--- src/rtl/rgen_apb_pkg.sv ---
`default_nettype none
// ============================================================================
// Module      : rgen_apb_pkg
// Description : Shared types and constants for the rgen APB initiator: FSM
//               states, command/response bundles, PPROT bit positions.
// Revision    : 1.0 - initial release
// ============================================================================
package rgen_apb_pkg;

  // Storage widths for the command/response bundles; the initiator
  // zero-extends its parameterised fields into these.
  localparam int RGEN_APB_MAX_ADDR_W = 64;
  localparam int RGEN_APB_MAX_DATA_W = 32;
  localparam int RGEN_APB_MAX_STRB_W = RGEN_APB_MAX_DATA_W / 8;

  // PPROT bit meanings.
  localparam logic [2:0] PPROT_PRIVILEGED  = 3'b001;
  localparam logic [2:0] PPROT_NONSECURE   = 3'b010;
  localparam logic [2:0] PPROT_INSTRUCTION = 3'b100;

  typedef enum logic [1:0] {
    ST_IDLE     = 2'd0,
    ST_SETUP    = 2'd1,
    ST_ACCESS   = 2'd2,
    ST_RESPONSE = 2'd3
  } rgen_apb_state_e;

  typedef struct packed {
    logic                           write;
    logic [RGEN_APB_MAX_ADDR_W-1:0] address;
    logic [RGEN_APB_MAX_DATA_W-1:0] data;
    logic [RGEN_APB_MAX_STRB_W-1:0] strobe;
    logic [2:0]                     prot;
  } rgen_apb_cmd_t;

  typedef struct packed {
    logic [RGEN_APB_MAX_DATA_W-1:0] read_data;
    logic                           slverr;
    logic                           timeout;
  } rgen_apb_rsp_t;

  // Number of low address bits that select a byte within one data word.
  function automatic int rgen_apb_align_bits(input int data_width);
    return $clog2(data_width / 8);
  endfunction

endpackage
`default_nettype wire

--- src/rtl/rgen_wait_counter.sv ---
`default_nettype none
// ============================================================================
// Module      : rgen_wait_counter
// Description : Counts wait cycles and flags when the LIMIT-th counted cycle
//               is in progress. Saturates at LIMIT-1.
// Revision    : 1.0 - initial release
// ============================================================================
module rgen_wait_counter #(
  parameter int LIMIT = 4
) (
  input  logic clk,
  input  logic rst_n,
  input  logic i_clear,
  input  logic i_count,
  output logic o_expired
);

  localparam int CNT_WIDTH = (LIMIT > 1) ? $clog2(LIMIT) : 1;
  localparam logic [CNT_WIDTH-1:0] c_last = CNT_WIDTH'(LIMIT - 1);

  logic [CNT_WIDTH-1:0] r_count;

  // Count completed wait cycles; clear has priority so a new transfer starts at zero.
  always_ff @(posedge clk or negedge rst_n) begin
    if (!rst_n) begin
      r_count <= '0;
    end else if (i_clear) begin
      r_count <= '0;
    end else if (i_count && (r_count != c_last)) begin
      r_count <= r_count + CNT_WIDTH'(1);
    end
  end

  // High during the LIMIT-th wait cycle: if it ends without ready, time out.
  assign o_expired = (r_count == c_last);

endmodule
`default_nettype wire

--- src/rtl/rgen_apb_initiator.sv ---
`default_nettype none
// ============================================================================
// Module      : rgen_apb_initiator
// Description : APB4 requester. Accepts one register command at a time,
//               runs the SETUP/ACCESS phases, and returns read data and
//               error/timeout status through a valid/ready response port.
// Revision    : 1.0 - initial release
// ============================================================================
module rgen_apb_initiator #(
  parameter int ADDRESS_WIDTH  = 16,
  parameter int DATA_WIDTH     = 32,
  parameter int TIMEOUT_CYCLES = 0
) (
  input  logic                      clk,
  input  logic                      rst_n,
  input  logic                      i_command_valid,
  output logic                      o_command_ready,
  input  logic                      i_write,
  input  logic [ADDRESS_WIDTH-1:0]  i_address,
  input  logic [DATA_WIDTH-1:0]     i_write_data,
  input  logic [DATA_WIDTH/8-1:0]   i_strobe,
  input  logic [2:0]                i_prot,
  output logic                      o_response_valid,
  input  logic                      i_response_ready,
  output logic [DATA_WIDTH-1:0]     o_read_data,
  output logic                      o_slverr,
  output logic                      o_timeout,
  output logic [ADDRESS_WIDTH-1:0]  o_paddr,
  output logic [2:0]                o_pprot,
  output logic                      o_psel,
  output logic                      o_penable,
  output logic                      o_pwrite,
  output logic [DATA_WIDTH-1:0]     o_pwdata,
  output logic [DATA_WIDTH/8-1:0]   o_pstrb,
  input  logic                      i_pready,
  input  logic [DATA_WIDTH-1:0]     i_prdata,
  input  logic                      i_pslverr
);

  import rgen_apb_pkg::*;

  localparam int STRB_WIDTH = DATA_WIDTH / 8;
  localparam int ALIGN_BITS = rgen_apb_align_bits(DATA_WIDTH);
  localparam logic [ADDRESS_WIDTH-1:0] c_align_mask = ~ADDRESS_WIDTH'((2 ** ALIGN_BITS) - 1);

  rgen_apb_state_e r_state;
  rgen_apb_state_e w_state_next;
  rgen_apb_cmd_t   r_cmd;
  rgen_apb_rsp_t   r_rsp;
  logic            r_ready_en;

  logic w_accept;
  logic w_capture;
  logic w_timeout_hit;
  logic w_rsp_done;
  logic w_cnt_clear;
  logic w_cnt_count;
  logic w_expired;
  logic w_psel;
  logic w_penable;
  logic w_rsp_valid;
  logic w_unused_bits;

  // State register; r_ready_en keeps command_ready low until the first edge after reset.
  always_ff @(posedge clk or negedge rst_n) begin
    if (!rst_n) begin
      r_state    <= ST_IDLE;
      r_ready_en <= 1'b0;
    end else begin
      r_state    <= w_state_next;
      r_ready_en <= 1'b1;
    end
  end

  // Next-state and APB phase control.
  always_comb begin
    w_state_next  = r_state;
    w_psel        = 1'b0;
    w_penable     = 1'b0;
    w_accept      = 1'b0;
    w_capture     = 1'b0;
    w_timeout_hit = 1'b0;
    w_rsp_done    = 1'b0;
    w_cnt_clear   = 1'b0;
    w_cnt_count   = 1'b0;
    case (r_state)
      ST_IDLE: begin
        if (i_command_valid && r_ready_en) begin
          w_accept     = 1'b1;
          w_state_next = ST_SETUP;
        end
      end
      ST_SETUP: begin
        w_psel       = 1'b1;
        w_cnt_clear  = 1'b1;
        w_state_next = ST_ACCESS;
      end
      ST_ACCESS: begin
        w_psel    = 1'b1;
        w_penable = 1'b1;
        if (i_pready) begin
          w_capture    = 1'b1;
          w_state_next = ST_RESPONSE;
        end else begin
          w_cnt_count = 1'b1;
          if (w_expired) begin
            w_timeout_hit = 1'b1;
            w_state_next  = ST_RESPONSE;
          end
        end
      end
      ST_RESPONSE: begin
        if (i_response_ready) begin
          w_rsp_done   = 1'b1;
          w_state_next = ST_IDLE;
        end
      end
      default: w_state_next = ST_IDLE;
    endcase
  end

  // Latch the command; read transfers carry zero data and strobes onto the bus.
  always_ff @(posedge clk or negedge rst_n) begin
    if (!rst_n) begin
      r_cmd <= '0;
    end else if (w_accept) begin
      r_cmd.write   <= i_write;
      r_cmd.address <= RGEN_APB_MAX_ADDR_W'(i_address & c_align_mask);
      r_cmd.data    <= i_write ? RGEN_APB_MAX_DATA_W'(i_write_data) : '0;
      r_cmd.strobe  <= i_write ? RGEN_APB_MAX_STRB_W'(i_strobe) : '0;
      r_cmd.prot    <= i_prot;
    end
  end

  // Capture completion status; PRDATA is only meaningful for reads.
  always_ff @(posedge clk or negedge rst_n) begin
    if (!rst_n) begin
      r_rsp <= '0;
    end else if (w_capture) begin
      r_rsp.read_data <= r_cmd.write ? '0 : RGEN_APB_MAX_DATA_W'(i_prdata);
      r_rsp.slverr    <= i_pslverr;
      r_rsp.timeout   <= 1'b0;
    end else if (w_timeout_hit) begin
      r_rsp.read_data <= '0;
      r_rsp.slverr    <= 1'b1;
      r_rsp.timeout   <= 1'b1;
    end else if (w_rsp_done) begin
      r_rsp <= '0;
    end
  end

  if (TIMEOUT_CYCLES > 0) begin : g_timeout
    rgen_wait_counter #(
      .LIMIT (TIMEOUT_CYCLES)
    ) u_wait_counter (
      .clk       (clk),
      .rst_n     (rst_n),
      .i_clear   (w_cnt_clear),
      .i_count   (w_cnt_count),
      .o_expired (w_expired)
    );
  end else begin : g_no_timeout
    logic w_unused_cnt;
    assign w_expired    = 1'b0;
    assign w_unused_cnt = w_cnt_clear ^ w_cnt_count;
  end

  // Bundle storage is wider than the configured bus; the extra bits stay zero.
  assign w_unused_bits = ^{r_cmd.address, r_cmd.data, r_cmd.strobe, r_rsp.read_data};

  assign w_rsp_valid      = (r_state == ST_RESPONSE);
  assign o_command_ready  = (r_state == ST_IDLE) && r_ready_en;
  assign o_response_valid = w_rsp_valid;
  assign o_read_data      = w_rsp_valid ? r_rsp.read_data[DATA_WIDTH-1:0] : '0;
  assign o_slverr         = w_rsp_valid & r_rsp.slverr;
  assign o_timeout        = w_rsp_valid & r_rsp.timeout;

  assign o_psel    = w_psel;
  assign o_penable = w_penable;
  assign o_paddr   = r_cmd.address[ADDRESS_WIDTH-1:0];
  assign o_pwrite  = r_cmd.write;
  assign o_pwdata  = r_cmd.data[DATA_WIDTH-1:0];
  assign o_pstrb   = r_cmd.strobe[STRB_WIDTH-1:0];
  assign o_pprot   = r_cmd.prot;

endmodule
`default_nettype wire

--- config.mk ---
export PLATFORM = sky130hd
export DESIGN_NAME = rgen_apb_initiator
export DESIGN_NICKNAME = d
export VERILOG_FILES = /design/src/rtl/rgen_apb_pkg.sv /design/src/rtl/rgen_wait_counter.sv /design/src/rtl/rgen_apb_initiator.sv
export SDC_FILE = /design/constraint.sdc
export NUM_CORES = 1
export LEC_CHECK = 0
export BUFFER_PORTS_ARGS = -buffer_cell sky130_fd_sc_hd__buf_2
export CORE_ASPECT_RATIO = 0.6
export CORE_MARGIN = 3
export CORE_UTILIZATION = 49
export CTS_CLUSTER_SIZE = 30
export DETAILED_ROUTE_END_ITERATION = 8
export PLACE_DENSITY = 0.85
export SYNTH_ARGS = -nofsm -noshare
export SYNTH_HDL_FRONTEND = slang
export SYNTH_SLANG_ARGS = --single-unit
--- constraint.sdc ---
create_clock -name clk -period 3.1 [get_ports clk]
set_input_delay 0.62 -clock clk [delete_from_list [all_inputs] [get_ports clk]]
set_output_delay 0.62 -clock clk [all_outputs]
set_load 0.1 [all_outputs]
-- After elaboration in Yosys (flattened, before gate mapping)
Index checks and enable logic that the tools add are counted.
- register bits after elaboration: 91
- input bits: 94
- output and inout bits: 94
- logic and storage cells: 42
- eq/ne operators: 6
- muxes and demuxes: 18
- bitwise gates (word level): 2
- reduce and logical (&&, ||, !) cells: 6
- operators with widths (cell ; count):
    two-way mux 32 bit ; 3
    two-way mux 34 bit ; 2
    two-way mux 1 bit ; 8
    case mux 2 bit (4 select lines) ; 1
    two-way mux 2 bit ; 3
    inequality test 2 bit, second input constant ; 3
    == test 2 bit, second input constant ; 2
    two-way mux 4 bit ; 1
    AND reduction 3 bit ; 1
    bitwise AND 1 bit ; 2
    == test 2 x 1 -> 1 bit, second input constant ; 1
    logical AND 1 bit ; 2
    logical NOT 2 bit ; 1
    nonzero test 2 bit ; 1
    OR reduction 2 bit ; 1

-- Longest topological paths before layout
- word-level depth: 4
- depth in mapped cells: 6
- depth with buffers taken out: 5

-- Worst setup path before layout
OpenSTA, ideal clock, no wires.
- kind: reg2reg
- start: register r_state[0]
- end: register r_rsp[10] (netlist name)
- setup time: 0.121 ns
- arrival: 2.168 ns
- required time: 2.979 ns
- slack: 0.811 ns
- cell stages (with the launch flop): 6
- buffers on the path: 1
- period minus slack after synthesis: 2.289 ns
- cell sequence: dfrtp_1 inv_1 ha_1 a22oi_1 buf_2 a22o_1
- word-level cells in the longest chain between the ends: 3
- elaborated cells between the ends (all ways): 6
- classes of those cells: 2 x eq/ne; 3 x mux; 1 x reduce/logical
- RTL lines (element ; RTL line ; RTL):
    start: declaration ; rgen_apb_initiator.sv:46 ; rgen_apb_state_e r_state;
    start signal: assignment ; rgen_apb_initiator.sv:70 ; r_state <= w_state_next;
    == test 2 bit ; rgen_apb_initiator.sv:86 ; case (r_state)
    two-way mux 1 bit ; rgen_apb_initiator.sv:86 ;
    two-way mux 34 bit or nonzero test 2 bit (tied branches) ; - ;
    end: declaration ; rgen_apb_initiator.sv:49 ; rgen_apb_rsp_t r_rsp;
Several ways; a longest one is shown, not always the timed one.
A chain may end at the register's enable or synchronous reset.

-- Worst setup path in the final report
- start: register r_state[1]
- end: output o_read_data[27]
- word-level cells in the longest chain between the ends: 2
- RTL lines (element ; RTL line ; RTL):
    == test 2 bit ; rgen_apb_initiator.sv:171 ; assign w_rsp_valid = (r_state == ST_RESPONSE);
    two-way mux 32 bit ; rgen_apb_initiator.sv:174 ; assign o_read_data = w_rsp_valid ? r_rsp.read_data[DATA_WIDTH-1:0] : '0;
    end: declaration ; rgen_apb_initiator.sv:25 ; output logic [DATA_WIDTH-1:0] o_read_data,
No other way between the ends.

==> run metrics <==
status complete, no violations; Ant. Diodes 0; gr usage total between 20% and 30%; max-cap violations 0; Root Buffer clkbuf_16; starting density of the core 52.64%; Resized Gates After CTS 0; commonest non-fill, non-tap cell in the layout buf_2; first-pass GRT wire length 15.23 mm; CP endpoint kind output pin; Die Height 73 um; CTS buffer count 9; RSZ-0062 raised after global routing no; H-tree levels 3; die width 117.7 um; crit path DAT 1.80 ns; # DRC 0; GP Congestion 0.7649; endpoint of the worst-slack reg-to-reg timing path o_pwrite$_DFFE_PN0P_; global route total overflow 0; share of layout cells above drive strength 1 43.90%; Worst-Margin Slew 0.6307 ns; 1st-iter DRT viols 234; final instance area 4974 um2; Post-Syn Instances 328; Synth Area per Inst 11.18 um2; largest net degree at the start of global routing 91; Layout area overhead 35.67%; vias in the first global route 3,183; mean routed wirelength per cell 15.30 um; die area 8590 um2; Max FO, Critical Path 34; Pre-antenna DRT Iters 4; sequential area share after synthesis 61.43%; Fin Setup TNS 0 ns; Filler Cell Count 537; Max Clk Rate between 400 and 500 MHz; via count around 3,100; setup bufs post-CTS 0; I/O pin total 188; Layout Skew 0.004903 ns; WL final 9.300 mm; CP required 2.48 ns; antenna violations before repair 0; Core Region 6964 um2; post-route ant nets 0; Hold Crit Class in2async; depth of the most critical reg-to-reg path 5; Period minus WS final 2.416 ns; Synth cell types 20; Setup CP Type reg2out; most frequent cells in the layout buf_2 (181), dfrtp_1 (90), nand2_1 (74), o21ai_0 (36), and2_1 (34); final period utilization 77.94%; clock sink count 90; fin nets between 600 and 700; Fin. Hold Viols 0; fin util 71.42%; worst relative slew slack ~58%; worst-skew pair later-pin latency ~0.33 ns; FF-to-FF setup slack about 1.2 ns; CTS tree built; Cell Area, Synth 3666 um2; Clock transition at path regs 0.06 ns; max-slew violation count 0; vias per cell roughly 5.1; Final Setup Violations 0; Synth Warn # 0; dpl cell area 4668 um2; worst r2r src r_state[0]$_DFFE_PN0P_; hpwl dp 6.639 mm; Cell Rows 23; Synth Register Bits 90; CTS max path bufs 2; CTS Hold Bufs 0; CP Launch Type flop; number of buffers added on ports around 180
-- synthesized netlist by cell type (all sizes together) --
cell type / count / share of area, %
a32o: 1 / 0.27
nand2: 74 / 7.6
a22o: 32 / 7.6
clkbuf: 14 / 1.4
mux2: 19 / 5.8
and2: 34 / 5.8
nor2: 2 / 0.20
mux2i: 1 / 0.27
a222oi: 1 / 0.27
a22oi: 1 / 0.20
conb: 2 / 0.20
ha: 5 / 1.7
inv: 4 / 0.41
o21ai: 36 / 4.9
dfrtp: 90 / 61
buf: 11 / 1.7
nand3: 1 / 0.14
-- logic make-up after synthesis --
group                    synth area share [%]
AND/OR/NAND/NOR                         13.72
multiplexers                            6.109
AO/OA/AOI/OAI                           13.31
other                                  0.2049
adder cells (fa/ha/maj)                 1.706
buffers and inverters                   3.515
flip-flops                              61.43
-- area by class of cell --
cell class                      instances  area, um2  area share (%)
Tap cell                              100      125.1           2.516
Inverter                                4      15.01          0.3019
Timing Repair Buffer                  188      970.9           19.52
Multi-Input combinational cell        211       1305           26.24
Clock inverter                          2      35.03          0.7044
Sequential cell                        90       2252           45.28
Clock buffer                           13      270.3           5.434
-- sequential cells by signal (all words and copies together), names as in the netlist --
register and flops:
o_pprot 3, o_pstrb 4, r_rsp 33, o_pwdata 32, r_state 2, o_pwrite 1
o_paddr 14, r_ready_en 1
-- worst max-delay path, stage by stage (launching register included) --
cell	delay, ns
dfrtp_1	0.42
ha_1	0.17
buf_4	0.27
and2_1	0.18
buf_2	0.43
-- metrics by stage --
stage	setup slack [ns]	hold slack (ns)	std cells
final	0.6837	0.3113	608
after global routing	0.5595	0.3512	608
after CTS	0.6577	0.3342	608
after detailed placement	1.022	0.4664	593
after global placement	1.060	0.4577	593
after floorplan	0.8108	0.3244	330
-- layer usage --
metal	routed length (um)	up-vias	part of all wire, %	track usage, %
li1	-	1447	-	-
met1	3761	1484	40	26.36
met2	4527	129	49	37.34
met3	824	18	8.9	8.598
met4	187	0	2.0	9.351
met5	0	-	0	0
-- worst max path at each step --
| stage | slack, ns | end | startpoint | cells after the start |
|---|---|---|---|---|
| 2_1_floorplan | 0.81 | r_rsp[10]$_DFFE_PN0P_ | r_state[0]$_DFFE_PN0P_ | 5 |
| 3_3_place_gp | 1.06 | o_read_data[19] | r_state[1]$_DFFE_PN0P_ | 4 |
| 3_5_place_dp | 1.02 | o_read_data[24] | r_state[1]$_DFFE_PN0P_ | 4 |
| 4_1_cts | 0.66 | o_read_data[27] | r_state[1]$_DFFE_PN0P_ | 4 |
| 5_1_grt | 0.56 | o_read_data[15] | r_state[1]$_DFFE_PN0P_ | 4 |
| 6_report | 0.68 | o_read_data[27] | r_state[1]$_DFFE_PN0P_ | 4 |
Power is left out: the tool's default activity adds up to more than one toggle a clock period on the data nets, which glitch-free logic cannot reach.
